**src/rtl/uart_tx.sv**
```systemverilog
// rtl/uart_tx.sv - bus-mapped UART transmitter with transmit FIFO and programmable divisor
// Define UART_TX_PARITY_EN to append an even-parity bit after the 8 data bits.
module uart_tx #(
   parameter int FIFO_DEPTH = 4,
   parameter int DIV_RST    = 16
) (
   input  logic        clk,
   input  logic        reset,
   input  logic [31:2] Addr,
   input  logic        WE,
   input  logic [31:0] Din,
   output logic [31:0] Dout,
   output logic        IRQ,
   output logic        tx
);

   localparam int         PW    = $clog2(FIFO_DEPTH);
   localparam logic [4:0] DEPTH = 5'(FIFO_DEPTH);

   typedef enum logic [2:0] {
      S_IDLE,
      S_START,
      S_DATA,
`ifdef UART_TX_PARITY_EN
      S_PARITY,
`endif
      S_STOP
   } state_t;

   state_t          state_q, state_d;
   logic [7:0]      mem_q [FIFO_DEPTH];
   logic [PW-1:0]   wptr_q, wptr_d, rptr_q, rptr_d;
   logic [4:0]      count_q, count_d;
   logic            ovf_q, ovf_d;
   logic            en_q, en_d, im_q, im_d;
   logic [15:0]     div_q, div_d;
   logic [15:0]     baud_q, baud_d;
   logic [2:0]      bit_q, bit_d;
   logic [7:0]      shift_q, shift_d;
   logic            par_q, par_d;
   logic            tx_q, tx_d;
   logic            irq_q;

   logic            wr_data, wr_ctrl, wr_status, wr_div;
   logic            full, empty, busy, push, pop, bit_done;
   logic [15:0]     reload;
   logic [7:0]      head;
   logic            unused_bits;

   assign unused_bits = ^{Addr[31:4], Din[31:16]};

   assign wr_data   = WE && (Addr[3:2] == 2'd0);
   assign wr_ctrl   = WE && (Addr[3:2] == 2'd1);
   assign wr_status = WE && (Addr[3:2] == 2'd2);
   assign wr_div    = WE && (Addr[3:2] == 2'd3);

   assign full     = (count_q == DEPTH);
   assign empty    = (count_q == 5'd0);
   assign busy     = (state_q != S_IDLE);
   assign head     = mem_q[rptr_q];
   assign bit_done = (baud_q == 16'd0);
   // A divisor of 0 behaves like 1; the reload samples DIV so mid-frame writes apply at the next bit.
   assign reload   = (div_q == 16'd0) ? 16'd0 : div_q - 16'd1;

   // A pop in the same cycle frees the slot, so a push into a full FIFO is still accepted.
   assign push = wr_data && (!full || pop);

   always_comb begin
      state_d = state_q;
      baud_d  = baud_q;
      bit_d   = bit_q;
      shift_d = shift_q;
      par_d   = par_q;
      pop     = 1'b0;
      case (state_q)
         S_IDLE: begin
            if (en_q && !empty) begin
               pop     = 1'b1;
               shift_d = head;
               par_d   = ^head;
               baud_d  = reload;
               state_d = S_START;
            end
         end
         S_START: begin
            if (bit_done) begin
               baud_d  = reload;
               bit_d   = 3'd0;
               state_d = S_DATA;
            end else begin
               baud_d = baud_q - 16'd1;
            end
         end
         S_DATA: begin
            if (bit_done) begin
               baud_d  = reload;
               shift_d = {1'b0, shift_q[7:1]};
               if (bit_q == 3'd7) begin
`ifdef UART_TX_PARITY_EN
                  state_d = S_PARITY;
`else
                  state_d = S_STOP;
`endif
               end else begin
                  bit_d = bit_q + 3'd1;
               end
            end else begin
               baud_d = baud_q - 16'd1;
            end
         end
`ifdef UART_TX_PARITY_EN
         S_PARITY: begin
            if (bit_done) begin
               baud_d  = reload;
               state_d = S_STOP;
            end else begin
               baud_d = baud_q - 16'd1;
            end
         end
`endif
         S_STOP: begin
            if (bit_done) begin
               if (en_q && !empty) begin
                  pop     = 1'b1;
                  shift_d = head;
                  par_d   = ^head;
                  baud_d  = reload;
                  state_d = S_START;
               end else begin
                  state_d = S_IDLE;
               end
            end else begin
               baud_d = baud_q - 16'd1;
            end
         end
         default: state_d = S_IDLE;
      endcase
   end

   always_comb begin
      tx_d = 1'b1;
      case (state_d)
         S_START:  tx_d = 1'b0;
         S_DATA:   tx_d = shift_d[0];
`ifdef UART_TX_PARITY_EN
         S_PARITY: tx_d = par_d;
`endif
         default:  tx_d = 1'b1;
      endcase
   end

   always_comb begin
      wptr_d  = push ? wptr_q + PW'(1) : wptr_q;
      rptr_d  = pop ? rptr_q + PW'(1) : rptr_q;
      count_d = count_q;
      if (push && !pop) begin
         count_d = count_q + 5'd1;
      end else if (pop && !push) begin
         count_d = count_q - 5'd1;
      end
      ovf_d = ovf_q;
      if (wr_status) begin
         ovf_d = 1'b0;
      end else if (wr_data && !push) begin
         ovf_d = 1'b1;
      end
      en_d  = wr_ctrl ? Din[0] : en_q;
      im_d  = wr_ctrl ? Din[1] : im_q;
      div_d = wr_div ? Din[15:0] : div_q;
   end

   always_comb begin
      Dout = 32'd0;
      case (Addr[3:2])
         2'd1:    Dout = {30'd0, im_q, en_q};
         2'd2:    Dout = {23'd0, count_q, ovf_q, empty, full, busy};
         2'd3:    Dout = {16'd0, div_q};
         default: Dout = 32'd0;
      endcase
   end

   always_ff @(posedge clk) begin
      if (push) begin
         mem_q[wptr_q] <= Din[7:0];
      end
   end

   always_ff @(posedge clk or negedge reset) begin
      if (!reset) begin
         state_q <= S_IDLE;
         wptr_q  <= '0;
         rptr_q  <= '0;
         count_q <= 5'd0;
         ovf_q   <= 1'b0;
         en_q    <= 1'b0;
         im_q    <= 1'b0;
         div_q   <= 16'(DIV_RST);
         baud_q  <= 16'd0;
         bit_q   <= 3'd0;
         shift_q <= 8'd0;
         par_q   <= 1'b0;
         tx_q    <= 1'b1;
         irq_q   <= 1'b0;
      end else begin
         state_q <= state_d;
         wptr_q  <= wptr_d;
         rptr_q  <= rptr_d;
         count_q <= count_d;
         ovf_q   <= ovf_d;
         en_q    <= en_d;
         im_q    <= im_d;
         div_q   <= div_d;
         baud_q  <= baud_d;
         bit_q   <= bit_d;
         shift_q <= shift_d;
         par_q   <= par_d;
         tx_q    <= tx_d;
         irq_q   <= im_q && empty && (state_q == S_IDLE);
      end
   end

   assign tx  = tx_q;
   assign IRQ = irq_q;

endmodule

```
**config.mk**
```make
export PLATFORM = sky130hd
export DESIGN_NAME = uart_tx
export DESIGN_NICKNAME = d
export VERILOG_FILES = /design/src/rtl/uart_tx.sv
export SDC_FILE = /design/constraint.sdc
export NUM_CORES = 1
export LEC_CHECK = 0
export CAP_MARGIN = 20
export CORE_UTILIZATION = 56
export CTS_CLUSTER_DIAMETER = 80
export DETAILED_ROUTE_END_ITERATION = 16
export GPL_TIMING_DRIVEN = 1
export PLACE_DENSITY = 0.83
export SYNTH_ARGS = -nofsm -noshare
export SYNTH_HDL_FRONTEND = slang
export SYNTH_SLANG_ARGS = --single-unit
```
**constraint.sdc**
```tcl
create_clock -name clk -period 8.5 [get_ports clk]
set_input_delay 1.7 -clock clk [delete_from_list [all_inputs] [get_ports clk]]
set_output_delay 1.7 -clock clk [all_outputs]
set_load 0.01 [all_outputs]
```
### Word level (Yosys, flattened, before mapping)

Memory sizes are Yosys's and may differ from the RTL's.
Cells that the tools add are included.

* add/subtract/negate cells: 7
* eq/ne operators: 14
* mux-type cells: 31
* reduce and logical (&&, ||, !) cells: 30

Operator list (count)
* $pmux 16 s3: 2
* $mux 16: 4
* $logic_not 16->1: 2
* $sub 16x1->16 const B: 2
* $mux 3: 8
* $mux 8: 3
* $pmux 8 s3: 1
* $pmux 3 s4: 1
* $logic_and 1x1->1: 11
* $mux 5: 2
* $eq 3x2->1 const B: 3
* $reduce_bool 3->1: 3
* $ne 2x2->1 const B: 4
* $mux 1: 7
* $eq 3x1->1 const B: 2
* $pmux 3 s2: 1
* $reduce_bool 2->1: 3
* $add 5x1->5 const B: 1
* $eq 5x3->1 const B: 1
* $logic_not 5->1: 1
* $sub 5x1->5 const B: 1
* $add 2x1->2 const B: 2
* $eq 2x2->1 const B: 2
* $logic_not 1->1: 4
* other kinds (10): 11

* bits in registers: 60
* memory bits (writable): 32
* output and inout bits: 34
* memories kept: 1

Memories
* mem_q: words 4, bits a word 8, read ports 1, clocked after Yosys merged registers in 0, wr ports 1, RTL line 31 `logic [7:0] mem_q [FIFO_DEPTH];`

### Depth between registers and ports, before layout

* depth in word-level cells: 12
* depth in mapped cells: 15
* depth with buffers taken out: 14

### Worst setup path before layout

OpenSTA, ideal clock, no wires.

* kind: input to output
* from: input Addr[2] in the netlist's numbering
* to: output Dout[2]
* arrival time: 2588 ps
* slack: 4212 ps
* stages on the path: 4
* buffers on the path: 2
* path through: clkbuf_1 clkbuf_1 a21oi_1 nor2b_1

* word-level cells in the longest chain between the ends: 2

RTL lines
* start, declared: RTL line 9 `input logic [31:2] Addr,`
* $eq 2x2->1 or $eq 2x1->1 (tied branches): RTL line 174 `case (Addr[3:2])`
* $pmux 16 s3 *: RTL line 174
* end, declared: RTL line 12 `output logic [31:0] Dout,`

Every way passes the cells marked *; elsewhere a longest branch is shown, timed or not.

### Worst setup path in the final report

* from: input Addr[2] in the netlist's numbering
* to: output Dout[1]

Same word-level chain as after synthesis.

==> metrics.md <==
| Metric | Value |
|---|---|
| Status | finished, final reports clean |
| HPWL after detailed placement | ~7000 um |
| Clock slew at reported path FFs | ~110 ps |
| Post-CTS Setup Inserts | 0 |
| Worst vdd ir | between 100 and 150 uV |
| Critical path startpoint category | input port |
| IO buf count | 38 |
| CP Max Fanout | 21 |
| GRT Resource Usage Total | a little under a quarter |
| Largest net degree at the start of global routing | slightly above 60 |
| TritonCTS Buffers | 9 |
| Gate Count Post-Synth | around 440 |
| Cell Count, Final, Fillers Out | 587 |
| Core area | approximately 0.0087 sq mm |
| Clk root buf | clkbuf_8 |
| Post-Synthesis Cell Area | 0.00499 sq mm |
| Hold_buf cts | 0 |
| CP Cell Sequence | clkdlybuf4s50_1 -> nand2b_1 -> o21ai_0 -> clkdlybuf4s50_1 |
| Post-synth ARST share | around 65% |
| Post-synth top flop | dfrtp_1 |
| Die area | slightly above 0.009 sq mm |
| Gr ovfl total | 0 |
| Initial antenna violation count | 0 |
| DR vias | between 3000 and 4000 |
| CTS tree | built |
| Ports | 99 |
| Num rows | 34 |
| First-pass iteration count of the detailed router | 5 |
| Final Power | about 1.5 mW |
| Final setup viols | 0 |
| Worst slew margin | between 40 and 50% |
| Post-synthesis sequential area ratio | approximately half |
| Layout Nets | about 550 |
| Clk sink count | 92 |
| Top delay family on crit path | buffers and inverters |
| Worst Path Buf+Inv | 2 |
| Layout Area Growth over Synthesis | 11.9% |
| Global-route wire length before repair | about 16000 um |
| Post-DP Area | 0.00538 sq mm |
| Antenna Violating Nets Remaining | 0 |
| Req. time, crit path | approximately 7000 ps |
| Routed len/inst | ~17 um |
| Hold Slack | 540 ps |
| Min-delay worst type | reg2reg |
| Post-Route WL | 9900 um |
| Cell area after layout | around 0.0056 sq mm |
| Post-layout min period | 5390 ps |
| Vias in the first global route | between 3000 and 4000 |
| Diodes inserted | 0 |
| Critical path arrival | ~3700 ps |
| Pleak | between 2 and 2.5 nW |
| Clock latency on the worst-skew pair | between 300 and 400 ps |
| Unrepaired setup endpoints after global routing | false |
| Worst setup EP type | primary output |
| CP max-delay cell | clkdlybuf4s50_1 |
| Die width | around 96 um |
| Max Slew Vio Count | 0 |
| DR iter-0 viols | 311 |
| Pwr dens | between 200 and 300 mW/mm^2 |
| Yosys warns | 0 |
| Skew final | 11.5 ps |
| Post-synth EDFFs | 32 |
| FF+latch count, synth | 92 |
| Final Hold Viols | 0 |
| Global placer's final weighted congestion | between 0.8 and 0.9 |
| F_max | approximately 190 MHz |
| CP peak stage delay | just over 800 ps |
| Period Utilization, post-route | 63.4% |
| Setup CP Type | in2out |
| Clock Path Buffers | 2 |
| Final TNS setup | 0 ps |
| Measured slew at the worst slew-check pin | ~810 ps |
| Via density | ~5.9 |
| Initial Util | between 50% and 60% |
| # DRC | 0 |
| Die height | between 90 and 100 um |
| CTS H-Tree Depth | 3 |
| CP most frequent cell | clkdlybuf4s50_1 |
| Share of cells above drive strength 1 | a little over an eighth |
| Placed instance count | between 500 and 600 |
| Post_cts resized | 0 |
| Max-cap violations | 0 |
| Avg Cell Area, Syn | approximately 11 sq um |
| Distinct cells, synth | 57 |
-- cell type report --
cell class	instances	area, sq um
flip-flops and latches	92	2460
clock buffers	9	124
multi-input cells	321	2350
inverters	11	41.3
clock inverters	7	83.8
fillers	676	3090
repair buffers	39	383
well taps	108	135
-- registers in the layout, summed over array words and instances, names as in the netlist --
register	flops
ovf_q	1
im_q	1
tx	1
bit_q	3
en_q	1
IRQ	1
wptr_q	2
shift_q	8
mem_q	32
baud_q	16
state_q	3
rptr_q	2
count_q	5
div_q	16
-- stage by stage --
stage                     setup slack (ps)  util [%]
final                                 3110      64.3
after global routing                  2990      64.3
after CTS                             3130      64.3
after detailed placement              3160      62.0
after global placement                3140      62.0
after floorplan                       4210         -
-- routing by layer --
metal  vias up  share of wire (%)  routed length, um  global-route usage (%)
met5         -                  0                  0                       0
met4         0                1.3                129                    8.21
met3        13                4.7                462                    4.07
met2       112                 49               4840                    37.1
met1      1691                 45               4470                    32.6
li1       1643                  -                  -                       -
-- synth_stat cells, types with 8 or more instances --
library cell / count / area [sq um]
dfrtp_1: 58 / 1450
a221o_1: 9 / 90.1
nand2_1: 31 / 116
mux4_2: 8 / 180
mux2i_1: 8 / 80.1
nand3_1: 12 / 60.1
inv_1: 11 / 41.3
nor2b_1: 18 / 113
xor2_1: 8 / 70.1
clkbuf_1: 11 / 41.3
o21ai_0: 21 / 105
and3_1: 9 / 56.3
edfxtp_1: 32 / 961
nor2_1: 28 / 105
a21oi_1: 19 / 95.1
xnor2_1: 14 / 123
nor3_1: 8 / 40.0
ha_1: 13 / 163
mux2_2: 22 / 248
buf_4: 17 / 128
-- power by group --
| group | switching [mW] | internal (mW) |
|---|---|---|
| sequential | 0.145 | 0.565 |
| combinational | 0.226 | 0.237 |
| clock | 0.179 | 0.119 |
-- path summary, 6_finish.rpt --
path | start | endpoint | slack, ps | depth (start not counted)
max | Addr[2] | Dout[1] | 3110 | 4
min | shift_q[2] | shift_q[2] | 540 | 1
max reg2reg | count_q[3] | count_q[4] | 4640 | 13
min reg2reg | shift_q[2] | shift_q[2] | 540 | 1
max in group asynchronous | reset | baud_q[3] | 6510 | 2
min in group asynchronous | reset | baud_q[11] | 1480 | 2
-- placed cells by master (no fill, tap or decap), types with 7 or more instances in the layout --
cell type / n
ha_1: 13
xor2_1: 8
nand2b_1: 7
nor4_1: 7
xnor2_1: 14
clkdlybuf4s50_1: 37
a221o_1: 9
clkbuf_8: 9
nand2_1: 31
mux2_2: 22
conb_1: 17
nor3_1: 8
nand3_1: 12
edfxtp_1: 32
nor2_1: 28
a21oi_1: 19
and3_1: 9
nor2b_1: 18
mux2i_1: 8
o21ai_0: 21
mux4_2: 8
dfrtp_1: 58
inv_1: 11
-- kinds of logic (layout without fill, tap and decap cells) --
| group | after synthesis | in the layout | synth area share, % |
|---|---|---|---|
| xor gates and xnor gates | 22 | 22 | 3.86 |
| and+or+nand+nor | 154 | 154 | 17.7 |
| muxes | 38 | 38 | 10.2 |
| DFF | 92 | 92 | 49.4 |
| buffers and inverters | 44 | 66 | 4.66 |
| other | 1 | 17 | 0.0752 |
| AOI/OAI and AO/OA | 76 | 76 | 10.4 |
| adders and majority gates | 14 | 14 | 3.66 |
Note: power is estimated with default switching activity, not from simulation.
